**src/rtl/sort_pkg.sv**
```systemverilog
// Shared types and sizes for the sort window loader.
package sort_pkg;

    localparam int DATA_W = 8;
    localparam int N_ELEM = 8;
    localparam int IDX_W  = $clog2(N_ELEM);
    localparam int CNT_W  = $clog2(N_ELEM) + 1;

    typedef logic [DATA_W-1:0] elem_t;
    typedef elem_t [N_ELEM-1:0] frame_t;

    typedef enum logic {
        S_FILL   = 1'b0,
        S_PRIMED = 1'b1
    } fill_state_e;

endpackage

```
**src/rtl/sort_window_loader_shift_reg.sv**
```systemverilog
// Fill bank for the window loader: N_ELEM x DATA_W registers with an indexed
// write (block fill) and a shift-in at the top element (sliding window).
// bank_next_o exposes the post-write contents so the top can load a frame on
// the same edge that the last sample lands.
module window_shift_reg
    import sort_pkg::*;
(
    input  logic             clk,
    input  logic             rst_n,
    input  logic             wr_en_i,
    input  logic [IDX_W-1:0] wr_idx_i,
    input  logic             shift_en_i,
    input  elem_t            data_i,
    output frame_t           bank_next_o
);

    frame_t bank_q, bank_d;

    // Next bank contents: shift drops element 0 and appends at N_ELEM-1.
    always_comb begin
        bank_d = bank_q;
        if (shift_en_i) begin
            bank_d = {data_i, bank_q[N_ELEM-1:1]};
        end else if (wr_en_i) begin
            bank_d[wr_idx_i] = data_i;
        end
    end

    // Bank register.
    always_ff @(posedge clk or negedge rst_n) begin
        if (!rst_n) begin
            bank_q <= '0;
        end else begin
            bank_q <= bank_d;
        end
    end

    assign bank_next_o = bank_d;

endmodule

```
**src/rtl/sort_window_loader.sv**
```systemverilog
// Serial-to-frame loader feeding the 8-input byte sorter. Samples are packed
// into a fill bank and handed over as a parallel frame with valid/ready; the
// next frame fills while the previous one waits for the sorter.
// Optional: SLIDING_WINDOW_EN turns it into a one-frame-per-sample sliding
// window once the first N_ELEM samples have arrived.
//
// state    | meaning (sliding build only)
// S_FILL   | collecting the first N_ELEM samples, indexed writes
// S_PRIMED | window full, each sample shifts in and emits a frame
module sort_window_loader
    import sort_pkg::*;
(
    input  logic                     clk,
    input  logic                     rst_n,
    input  logic                     clr,
    input  logic [DATA_W-1:0]        in_data,
    input  logic                     in_valid,
    output logic                     in_ready,
    output logic [N_ELEM*DATA_W-1:0] out_data,
    output logic                     out_valid,
    input  logic                     out_ready,
    output logic [CNT_W-1:0]         fill_cnt,
    output logic [15:0]              frame_cnt
);

    localparam logic [CNT_W-1:0] LAST_IDX = CNT_W'(N_ELEM - 1);

    logic [CNT_W-1:0] fill_cnt_q, fill_cnt_d;
    logic             out_valid_q, out_valid_d;
    frame_t           out_data_q, out_data_d;
    logic [15:0]      frame_cnt_q, frame_cnt_d;
    frame_t           bank_next;

    logic at_last, accept, out_hs, bank_wr, bank_shift, load_frame;

    assign at_last = (fill_cnt_q == LAST_IDX);
    assign accept  = in_valid && in_ready;
    assign out_hs  = out_valid_q && out_ready;

`ifdef SLIDING_WINDOW_EN
    fill_state_e state_q, state_d;
    logic        primed;

    assign primed     = (state_q == S_PRIMED);
    assign in_ready   = !clr && (!primed || !out_valid_q || out_ready);
    assign bank_wr    = accept && !primed;
    assign bank_shift = accept && primed;
    assign load_frame = accept && (primed || at_last);
`else
    // The out_ready -> in_ready path lets the last sample of a frame land on
    // the same edge the sorter takes the previous frame.
    assign in_ready   = !clr && (!at_last || !out_valid_q || out_ready);
    assign bank_wr    = accept;
    assign bank_shift = 1'b0;
    assign load_frame = accept && at_last;
`endif

    window_shift_reg u_bank (
        .clk         (clk),
        .rst_n       (rst_n),
        .wr_en_i     (bank_wr),
        .wr_idx_i    (fill_cnt_q[IDX_W-1:0]),
        .shift_en_i  (bank_shift),
        .data_i      (in_data),
        .bank_next_o (bank_next)
    );

    // Next-state for counters, frame register and window state; clr overrides
    // every handshake in its cycle.
    always_comb begin
        fill_cnt_d  = fill_cnt_q;
        out_valid_d = out_valid_q;
        out_data_d  = out_data_q;
        frame_cnt_d = frame_cnt_q;
`ifdef SLIDING_WINDOW_EN
        state_d     = state_q;
`endif
        if (clr) begin
            fill_cnt_d  = '0;
            out_valid_d = 1'b0;
`ifdef SLIDING_WINDOW_EN
            state_d     = S_FILL;
`endif
        end else begin
            if (out_hs) begin
                out_valid_d = 1'b0;
                frame_cnt_d = frame_cnt_q + 16'd1;
            end
            if (bank_wr) begin
`ifdef SLIDING_WINDOW_EN
                fill_cnt_d = at_last ? LAST_IDX : fill_cnt_q + CNT_W'(1);
                if (at_last) begin
                    state_d = S_PRIMED;
                end
`else
                fill_cnt_d = at_last ? '0 : fill_cnt_q + CNT_W'(1);
`endif
            end
            if (load_frame) begin
                out_data_d  = bank_next;
                out_valid_d = 1'b1;
            end
        end
    end

    // State registers.
    always_ff @(posedge clk or negedge rst_n) begin
        if (!rst_n) begin
            fill_cnt_q  <= '0;
            out_valid_q <= 1'b0;
            out_data_q  <= '0;
            frame_cnt_q <= '0;
`ifdef SLIDING_WINDOW_EN
            state_q     <= S_FILL;
`endif
        end else begin
            fill_cnt_q  <= fill_cnt_d;
            out_valid_q <= out_valid_d;
            out_data_q  <= out_data_d;
            frame_cnt_q <= frame_cnt_d;
`ifdef SLIDING_WINDOW_EN
            state_q     <= state_d;
`endif
        end
    end

    assign fill_cnt  = fill_cnt_q;
    assign out_valid = out_valid_q;
    assign out_data  = out_data_q;
    assign frame_cnt = frame_cnt_q;

endmodule

```
**config.mk**
```make
export PLATFORM = sky130hd
export DESIGN_NAME = sort_window_loader
export DESIGN_NICKNAME = d
export VERILOG_FILES = /design/src/rtl/sort_pkg.sv /design/src/rtl/sort_window_loader_shift_reg.sv /design/src/rtl/sort_window_loader.sv
export SDC_FILE = /design/constraint.sdc
export NUM_CORES = 1
export LEC_CHECK = 0
export BUFFER_PORTS_ARGS = -buffer_cell sky130_fd_sc_hd__buf_2
export CORE_MARGIN = 2
export CORE_UTILIZATION = 52
export DETAILED_ROUTE_END_ITERATION = 12
export GPL_TIMING_DRIVEN = 0
export PLACE_DENSITY = 0.74
export SLEW_MARGIN = 10
export SYNTH_ARGS = -nofsm -noshare
export SYNTH_HDL_FRONTEND = slang
export SYNTH_SLANG_ARGS = --single-unit
```
**constraint.sdc**
```tcl
create_clock -name clk -period 2.32 [get_ports clk]
set_input_delay 0.116 -clock clk [delete_from_list [all_inputs] [get_ports clk]]
set_output_delay 0.116 -clock clk [all_outputs]
set_load 0.02 [all_outputs]
```
==> results of run 1 <==
critical path: cells and delay by family, from the launching register on:
kind / cells / cell delay [ps]
buffers and inverters: 2 / 580
AND/OR/NAND/NOR: 2 / 460
flip-flops: 1 / 450
adder cells (fa/ha/maj): 1 / 280
AO/OA/AOI/OAI: 1 / 100
Yosys cell counts:
library cell	n	area, sq um
and4_1	1	8.76
nor3_4	2	32.5
clkbuf_2	1	5.00
nand4_1	1	6.26
nor3b_1	2	15.0
mux2i_1	65	651
nor4b_2	1	15.0
nand3b_4	1	20.0
nand2b_1	1	6.26
nor4_2	1	12.5
buf_4	9	67.6
nand3b_2	2	22.5
and3b_1	1	8.76
ha_1	2	25.0
inv_2	1	3.75
mux2_1	8	90.1
and3_1	3	18.8
nor2_2	1	6.26
a21oi_1	66	330
dfrtp_1	149	3730
xnor2_1	8	70.1
nor4b_1	1	8.76
nand3_1	5	25.0
o211ai_4	1	21.3
mux2_2	57	642
nor2_1	72	270
nand3b_1	4	30.0
nor2b_1	1	6.26
o21ai_0	1	5.00
o21a_1	3	22.5
o2111a_1	1	11.3
buf_2	18	90.1
nor2_4	2	22.5
nor3_1	5	25.0
nand4_4	1	21.3
xor2_1	7	61.3
and2_1	1	6.26
nand2_1	9	33.8
inv_1	3	11.3
clkbuf_1	8	30.0
final cells by class:
cell class,count,area (sq um),area share
buffer,36,193,0.0245
clock buffer,21,450,0.0574
clock inverter,11,175,0.0223
inverter,4,15.0,0.00191
multi-input combinational,337,2550,0.325
sequential,149,3730,0.475
tap,168,210,0.0268
timing repair buffer,99,529,0.0674
sequential cells by signal, summed over array words and instances, names as in the netlist:
register and flops:
out_data 64, u_bank.bank_q 64, frame_cnt 16, fill_cnt 4, out_valid 1
per-stage QoR:
step | setup slack [ps] | instances
after floorplan | 494 | 526
after global placement | -863 | 791
after detailed placement | 378 | 792
after CTS | 364 | 825
after global routing | 217 | 825
final | 307 | 825
layer usage:
metal | part of all wire | vias to the layer above
met3 | 0.052 | 14
met5 | 0 | -
met1 | 0.45 | 2264
met2 | 0.49 | 127
li1 | - | 2052
met4 | 0.014 | 0
timing repair:
action                                 4_1_cts  5_1_grt
buffers inserted                             0        0
hold buffers                                 1        0
endpoints found under the hold margin       58        0
cells by family (layout without fill, tap and decap cells):
logic type / Yosys count / in the layout / synth area share
flip-flops: 149 / 149 / 0.575
AO/OA/AOI/OAI: 72 / 72 / 0.0602
AND/OR/NAND/NOR: 118 / 118 / 0.0959
buffers and inverters: 40 / 171 / 0.0320
XOR/XNOR: 15 / 15 / 0.0203
multiplexers: 130 / 130 / 0.213
adder cells (fa/ha/maj): 2 / 2 / 0.00386
path summary, 6_finish.rpt:
| path | endpoint | slack, ps |
|---|---|---|
| worst min-delay path | fill_cnt[0]$_DFFE_PN0P_ | 20 |
| max in group asynchronous | u_bank.bank_q[47]$_DFF_PN0_ | 1250 |
| worst max register to register | out_data[10]$_DFFE_PN0P_ | 310 |
| worst max-delay path | out_data[10]$_DFFE_PN0P_ | 310 |
| worst min register to register | frame_cnt[15]$_DFFE_PN0P_ | 470 |
| min in group asynchronous | frame_cnt[10]$_DFFE_PN0P_ | 240 |
where the power goes:
part | switching, mW | internal [mW]
combinational | 0.391 | 0.296
sequential | 0.120 | 2.83
clock | 1.07 | 1.83
total | 1.58 | 4.96
==> impl_metrics.json, run 1 <==
{
  "status": "completed",
  "crit_top_cell": "buf_2",
  "timing.rr.start": "fill_cnt[0]$_DFFE_PN0P_",
  "hold_viol_final": 0,
  "fillerInstances": 935,
  "wirelength_mm": 15.3,
  "synth_area_per_cell_sq_um": 12.3,
  "io_pins": 99,
  "cts_resized": 0,
  "grt_max_degree": 92,
  "min_period_ps": 2010,
  "ir_drop_uv": 494,
  "grt.busiest_layer": "met2",
  "synth_seq_cells": 149,
  "start_util": 0.536,
  "syn-num-nets": 541,
  "skew_ps": 7.97,
  "fin_hold_ws_ps": 15.6,
  "gp_congestion": 0.848,
  "io_buffers": 97,
  "core.rowCount": 40,
  "cp-end-kind": "register",
  "core_area_sq_um": 12100,
  "antenna_found_initial": 0,
  "detail-route-antenna-nets": 0,
  "layout_common_cells": "dfrtp_1 (149), buf_2 (114), nor2_1 (72)",
  "gr-usage-met1": 0.326,
  "crit_path_start": "fill_cnt[0]$_DFFE_PN0P_",
  "area_growth_pct": 21.0,
  "max-clock-path-buffers": 2,
  "maxSlewViolCount": 0,
  "setup_violations": 0,
  "grt_pass1_wl_mm": 24.1,
  "n_antenna_cell": 0,
  "hold_path_class": "in -> reg",
  "synth_warnings": 0,
  "dieWidth_microns": 116,
  "worstMarginPinSlew_ps": 683,
  "worstSkewPairLatency_ps": 410,
  "final_area_sq_um": 7850,
  "postLayoutCoreUtil": 0.648,
  "path_cells": "ha_1, nand3b_4, nor4b_2, buf_2, buf_2, a21oi_1",
  "whs_path_depth": 2,
  "drt_iter0_markers": 273,
  "min_from": "clr",
  "rr_worst_depth": 6,
  "cts_tree": "yes",
  "cts_root_buf": "clkbuf_16",
  "relSlewSlack": 0.544,
  "wl_per_cell_microns": 18.5,
  "startpoint_type": "register",
  "fmax_mhz": 497,
  "met3_usage": 0.0408,
  "required_ps": 2600,
  "placed_cell_area_sq_um": 7220,
  "crit_fanout": 10,
  "cts_inserted_buffers": 17,
  "grtUsageMet2": 0.386,
  "rsz0062_at_grt": "false",
  "num_vias": 4457,
  "drt_first_pass_iters": 5,
  "ys_seq_area_frac": 0.575,
  "syn_inst": 526,
  "gr-total-overflow": 0,
  "finalSetupTns_ps": 0,
  "track_usage": 0.238,
  "timing.final.crit_share": 0.868,
  "clk_pin_slew_ps": 60,
  "crit_type": "reg -> reg",
  "total_power_mw": 6.53,
  "leakagePower_nw": 4.14,
  "clock-sinks": 149,
  "drc": 0,
  "die_h_microns": 116,
  "cts_max_level": 4,
  "ys_types": 40,
  "grt_pass1_vias": 4561,
  "final_layout_size_suffix_gt1_frac": 0.342,
  "vias_per_cell": 5.40,
  "cp_slowest_cell": "dfrtp_1",
  "dp_hpwl_mm": 10.1,
  "fin_nets": 659,
  "dieArea_sq_um": 13400,
  "maxCapViolations": 0,
  "power.density_nw_per_um2": 832,
  "arrival_ps": 2300,
  "final_common_cell": "dfrtp_1",
  "slowest_delay_ps": 450,
  "syn_area_sq_um": 6490
}
(Power assumes the default switching activity.)
==> inputs of run 2 (changes only) <==
CORE_UTILIZATION = 51   (was 52)
PLACE_DENSITY = 0.76   (was 0.74)
clock period = 1.85 ns   (was 2.32 ns; I/O delays follow)
==> run 2 against run 1 <==
Effect of this change: largest cell class unchanged; design area rose by 1.7%; flip-flop and latch count unchanged; final cell count up 1.6%; critical endpoint is now u_bank.bank_q[55]$_DFF_PN0_; die area rose by 1.9%; global-route usage is 0.49 points lower; total power up 22%; non-clock buffer count increased by 9; setup slack worse by 270 ps; first-iteration DRC count rose by 2.9%; wire length grew 2.1%.
==> impl_metrics.json, run 2 (synthesis results as in run 1) <==
{
  "setup_slack_ps": 33.4,
  "grt_pass1_wl_mm": 23.7,
  "crit_type": "reg -> reg",
  "drt_first_pass_iters": 4,
  "cp_slowest_cell": "dfrtp_2",
  "n_antenna_cell": 0,
  "vias_per_cell": 5.47,
  "cts_inserted_buffers": 17,
  "wl_per_cell_microns": 18.6,
  "skew_ps": 6.57,
  "required_ps": 2150,
  "postLayoutCoreUtil": 0.638,
  "status": "completed",
  "clk_pin_slew_ps": 60,
  "path_cells": "ha_4, nand3b_4, o211ai_4, buf_4, nor2_4, mux2_2",
  "relSlewSlack": 0.489,
  "grt_pass1_vias": 4499,
  "pwr-share-clk": 0.424,
  "start_util": 0.518,
  "finalSetupTns_ps": 0,
  "intPower_mw": 5.95,
  "cts_max_level": 4,
  "track_usage": 0.233,
  "startpoint_type": "register",
  "area_growth_pct": 23.1,
  "arrival_ps": 2110,
  "final_area_sq_um": 7990,
  "leakagePower_nw": 4.17,
  "wirelength_mm": 15.6,
  "cp-end-kind": "register",
  "worstSkewPairLatency_ps": 420,
  "core_area_sq_um": 12500,
  "die_h_microns": 117,
  "final_common_cell": "dfrtp_1",
  "maxCapViolations": 0,
  "final_layout_size_suffix_gt1_frac": 0.357,
  "hold_viol_final": 0,
  "hold_path_class": "in -> reg",
  "dp_hpwl_mm": 10.3,
  "ir_drop_uv": 606,
  "layout_common_cells": "dfrtp_1 (146), buf_2 (105), nor2_1 (72)",
  "worstMarginPinSlew_ps": 766,
  "cts_root_buf": "clkbuf_16",
  "power_switching_mw": 2.01,
  "final_cells": 838,
  "timing.final.crit_share": 0.982,
  "crit_fanout": 8,
  "drc": 0,
  "swShare": 0.252,
  "dieWidth_microns": 117,
  "grt_max_degree": 85,
  "num_vias": 4582,
  "core.rowCount": 41,
  "slowest_delay_ps": 460,
  "fillerInstances": 975,
  "pre_cts_slack_ps": -121,
  "total_power_mw": 7.95,
  "fin_nets": 668,
  "io_buffers": 97,
  "dp_cells": 796,
  "power.density_nw_per_um2": 996,
  "dieArea_sq_um": 13600,
  "path_buf_inv": 1,
  "min_period_ps": 1820,
  "drt_iter0_markers": 281,
  "placed_cell_area_sq_um": 7220,
  "gp_congestion": 0.858,
  "cts_tree": "yes",
  "fmax_mhz": 550,
  "maxSlewViolCount": 0,
  "detail-route-antenna-nets": 0,
  "critPathTopFamily": "flip-flops",
  "gr-total-overflow": 0,
  "setup_violations": 0,
  "power_frac_seq": 0.465,
  "io_pins": 99,
  "antenna_found_initial": 0,
  "power_frac_comb": 0.111,
  "max-clock-path-buffers": 2,
  "fin_hold_ws_ps": 40.8,
  "clock-sinks": 149
}
run 2: cell count changes in the layout (fill, tap and decap cells not counted), moves of 2 or more:
cell       change
bufinv_16      -2
buf_8          +5
dfrtp_2        +3
buf_6          +4
clkinv_4       +2
buf_4          +7
dfrtp_1        -3
buf_2          -9
run 2: final timing paths:
kind,from,end,slack [ps],depth (start not counted)
worst max register to register,fill_cnt[0]$_DFFE_PN0P_,u_bank.bank_q[55]$_DFF_PN0_,30,6
worst max-delay path,fill_cnt[0]$_DFFE_PN0P_,u_bank.bank_q[55]$_DFF_PN0_,30,6
worst min register to register,frame_cnt[15]$_DFFE_PN0P_,frame_cnt[15]$_DFFE_PN0P_,470,1
max in group asynchronous,rst_n,out_data[54]$_DFFE_PN0P_,750,3
min in group asynchronous,rst_n,frame_cnt[3]$_DFFE_PN0P_,300,2
worst min-delay path,in_valid,fill_cnt[0]$_DFFE_PN0P_,40,3
run 2: power by group through the flow:
stage | logic (mW) | clock network (mW) | registers [mW]
after global routing | 0.964 | 3.56 | 3.73
after CTS | 0.888 | 3.40 | 3.69
after detailed placement | 0.871 | 0 | 3.75
final | 0.883 | 3.37 | 3.70
after global placement | 0.831 | 0 | 3.73
after floorplan | 0.459 | 0 | 3.81
run 2: final cells by class:
class                      instances  area (sq um)  area share
clock inverter                    11           129      0.0161
multi-input combinational        337          2580       0.323
tap                              172           215      0.0270
buffer                            36           264      0.0331
timing repair buffer             108           603      0.0755
sequential                       149          3730       0.467
clock buffer                      21           450      0.0564
inverter                           4          15.0     0.00188
run 2: tightest hold or removal path: stages:
cell and delay [ps]:
buf_2 150, nand3b_1 100, a21oi_1 70
run 2: what timing repair did:
action	CTS	global route
endpoints found under the hold margin	84	0
cloned	1	0
pin swaps	2	2
resized for setup	14	22
hold buffers	2	0
setup endpoints to repair	80	92
setup buffers	4	3
run 2: per-layer routing:
| layer | up-vias | track usage | share of wire | wire, microns |
|---|---|---|---|---|
| met2 | 157 | 0.373 | 0.49 | 7660 |
| li1 | 2087 | - | - | - |
| met3 | 27 | 0.0474 | 0.044 | 686 |
| met4 | 0 | 0.0949 | 0.022 | 348 |
| met1 | 2311 | 0.315 | 0.44 | 6900 |
| met5 | - | 0 | 0 | 0 |
==> inputs of run 3 (changes only) <==
CORE_UTILIZATION = 45   (was 51)
PLACE_DENSITY = 0.68   (was 0.76)
SKIP_LAST_GASP = 1   (was not set)
SYNTH_HIERARCHICAL = 1   (was not set)
==> run 3 against run 2 <==
Effect of this change: the flow now finishes with violations (setup timing); flip-flop and latch count unchanged; register-to-register slack got worse by 270 ps; combinational power decreased by 10%; wire length decreased by 2.9%; synthesized cell count decreased by 5.3%; final cell count decreased by 1.7%.
==> impl_metrics.json, run 3 <==
{
  "final_common_cell": "dfrtp_1",
  "worstSkewPairLatency_ps": 430,
  "dp_hpwl_mm": 10.2,
  "required_ps": 2160,
  "n_antenna_cell": 0,
  "fillerInstances": 1156,
  "grt_pass1_wl_mm": 24.4,
  "die_h_microns": 126,
  "antenna_found_initial": 0,
  "synth_seq_cells": 149,
  "maxSlewViolCount": 0,
  "grt_pass1_vias": 4517,
  "dieArea_sq_um": 15800,
  "relSlewSlack": 0.628,
  "clk_pin_slew_ps": 70,
  "status": "finished with violations",
  "skew_ps": 10.4,
  "rsz0062_at_grt": "true",
  "gp_congestion": 0.798,
  "cp_slowest_cell": "dfrtp_2",
  "ff_latch_area_sq_um": 3730,
  "leakagePower_nw": 4.16,
  "setup_violations": 68,
  "path_buf_inv": 1,
  "area_growth_pct": 25.7,
  "ys_seq_area_frac": 0.560,
  "hold_path_class": "in -> reg",
  "ys_types": 37,
  "drt_first_pass_iters": 4,
  "synth_warnings": 6,
  "final_area_sq_um": 8370,
  "wl_per_cell_microns": 18.4,
  "io_pins": 99,
  "slowest_delay_ps": 430,
  "cts_inserted_buffers": 17,
  "clock-sinks": 149,
  "worstMarginPinSlew_ps": 558,
  "fin_nets": 642,
  "detail-route-antenna-nets": 0,
  "crit_fanout": 8,
  "layout_common_cells": "dfrtp_1 (146), buf_2 (97), mux2_4 (68)",
  "yosysMostFrequentCell": "dfrtp_1",
  "synth_top_area_cell": "dfrtp_1",
  "synth_area_leaders": "dfrtp_1 (56%), mux2_4 (14%), mux2i_1 (8.6%)",
  "cp-end-kind": "register",
  "num_vias": 4319,
  "syn_inst": 498,
  "timing.final.crit_share": 1.13,
  "wirelength_mm": 15.1,
  "crit_type": "reg -> reg",
  "cts_root_buf": "clkbuf_16",
  "io_buffers": 89,
  "ys.flop_type": "dfrtp_1",
  "critPathTopFamily": "simple AND/OR/NAND/NOR gates",
  "power.density_nw_per_um2": 928,
  "start_util": 0.460,
  "gr-total-overflow": 0,
  "grt_max_degree": 78,
  "multi_input_area_sq_um": 2900,
  "synth_area_per_cell_sq_um": 13.4,
  "core.rowCount": 44,
  "synthArstFlopShare": 1.00,
  "cts_max_level": 4,
  "cts_tree": "yes",
  "crit_top_cell": "nor2_4",
  "total_power_mw": 7.77,
  "vias_per_cell": 5.24,
  "arrival_ps": 2390,
  "fmax_mhz": 480,
  "postLayoutCoreUtil": 0.578,
  "maxCapViolations": 0,
  "track_usage": 0.198,
  "dieWidth_microns": 126,
  "startpoint_type": "register",
  "drt_iter0_markers": 286,
  "ir_drop_uv": 637,
  "min_period_ps": 2080,
  "pre_cts_slack_ps": -422,
  "drc": 0,
  "placed_cell_area_sq_um": 7470,
  "hold_viol_final": 0,
  "setup_slack_ps": -234,
  "syn_area_sq_um": 6660,
  "yosys-top-cells-count": "dfrtp_1 (149), nand2_1 (62), mux2_4 (60), mux2i_1 (57), o21ai_1 (32)",
  "final_layout_size_suffix_gt1_frac": 0.428,
  "synth-edff-count": 0,
  "max-clock-path-buffers": 2,
  "path_cells": "ha_4, nand3b_4, nor2_4, nor2_4, nor4b_4, buf_6, mux2i_1, o21ai_2, mux2_4",
  "violations": "setup timing",
  "core_area_sq_um": 14500,
  "synth_top_area_frac": 0.560
}
==> run 3: cell count changes in the layout (fill, tap and decap cells not counted), moves of 6 or more <==
cell / delta
buf_2: -8
mux2i_2: +6
mux2_1: -8
nor2_1: -67
o21ai_1: +34
buf_12: +7
mux2_4: +68
mux2_2: -52
mux2i_1: -18
nand2_1: +53
o21ai_2: +22
a21oi_1: -61
==> run 3: metal layers <==
layer / global-route usage / up-vias / wire, microns
met2: 0.310 / 144 / 7180
met4: 0.0732 / 0 / 295
met1: 0.272 / 2150 / 6940
li1: - / 2005 / -
met3: 0.0463 / 20 / 732
met5: 0 / - / 0
==> run 3: kinds of logic (layout without fill, tap and decap cells) <==
group | Yosys count | in the layout | synth area share
compound gates | 63 | 63 | 0.0500
xor+xnor | 15 | 15 | 0.0197
fa+ha+maj | 2 | 2 | 0.00376
buf+inv | 35 | 173 | 0.0423
flops | 149 | 149 | 0.560
mux | 130 | 130 | 0.243
other cells | 1 | 5 | 0.000563
simple gates | 103 | 103 | 0.0813
==> run 3: worst reg2reg max path: cells and delay by family (launching register included) <==
family	cells	cell delay, ps
adders and majority gates	1	180
DFF	1	430
AOI/OAI and AO/OA	1	100
buffers and inverters	1	190
and+or+nand+nor	4	570
muxes	2	520
==> run 3: path summary, 6_finish.rpt <==
path / from / endpoint / slack, ps / depth (start not counted)
min in group asynchronous: rst_n / frame_cnt[15]$_DFFE_PN0P_ / 230 / 2
max: fill_cnt[0]$_DFFE_PN0P_ / out_data[6]$_DFFE_PN0P_ / -230 / 9
min reg2reg: frame_cnt[15]$_DFFE_PN0P_ / frame_cnt[15]$_DFFE_PN0P_ / 480 / 1
max reg2reg: fill_cnt[0]$_DFFE_PN0P_ / out_data[6]$_DFFE_PN0P_ / -230 / 9
max in group asynchronous: rst_n / out_data[54]$_DFFE_PN0P_ / 860 / 3
min: out_ready / frame_cnt[2]$_DFFE_PN0P_ / 80 / 5
==> run 3: through the flow <==
step	hold slack, ps	std cells	TNS [ps]
detailed placement	92.6	776	-24290
global placement	283	775	-216430
finish	78.0	824	-9710
global route	116	824	-18090
CTS	64.4	819	-10040
floorplan	-203	502	-7660
==> run 3: final cells by class <==
type | instances | area share
buffer | 35 | 0.0368
clock inverter | 12 | 0.0155
multi-input combinational | 318 | 0.346
timing repair buffer | 106 | 0.0749
sequential | 149 | 0.446
tap | 184 | 0.0275
clock buffer | 20 | 0.0533
==> run 3: report_power, final <==
group / internal (mW) / switching (mW) / total [mW]
Clock: 2.02 / 1.35 / 3.37
Sequential: 3.48 / 0.134 / 3.61
Combinational: 0.320 / 0.472 / 0.792
Total: 5.81 / 1.96 / 7.77
==> run 3: timing repair <==
item,in CTS,in global routing
setup endpoints to repair,119,111
cloned,0,0
hold endpoints to repair,77,0
resized for setup,11,32
hold buffers,3,0
pin swaps,6,11
setup buffers,8,5
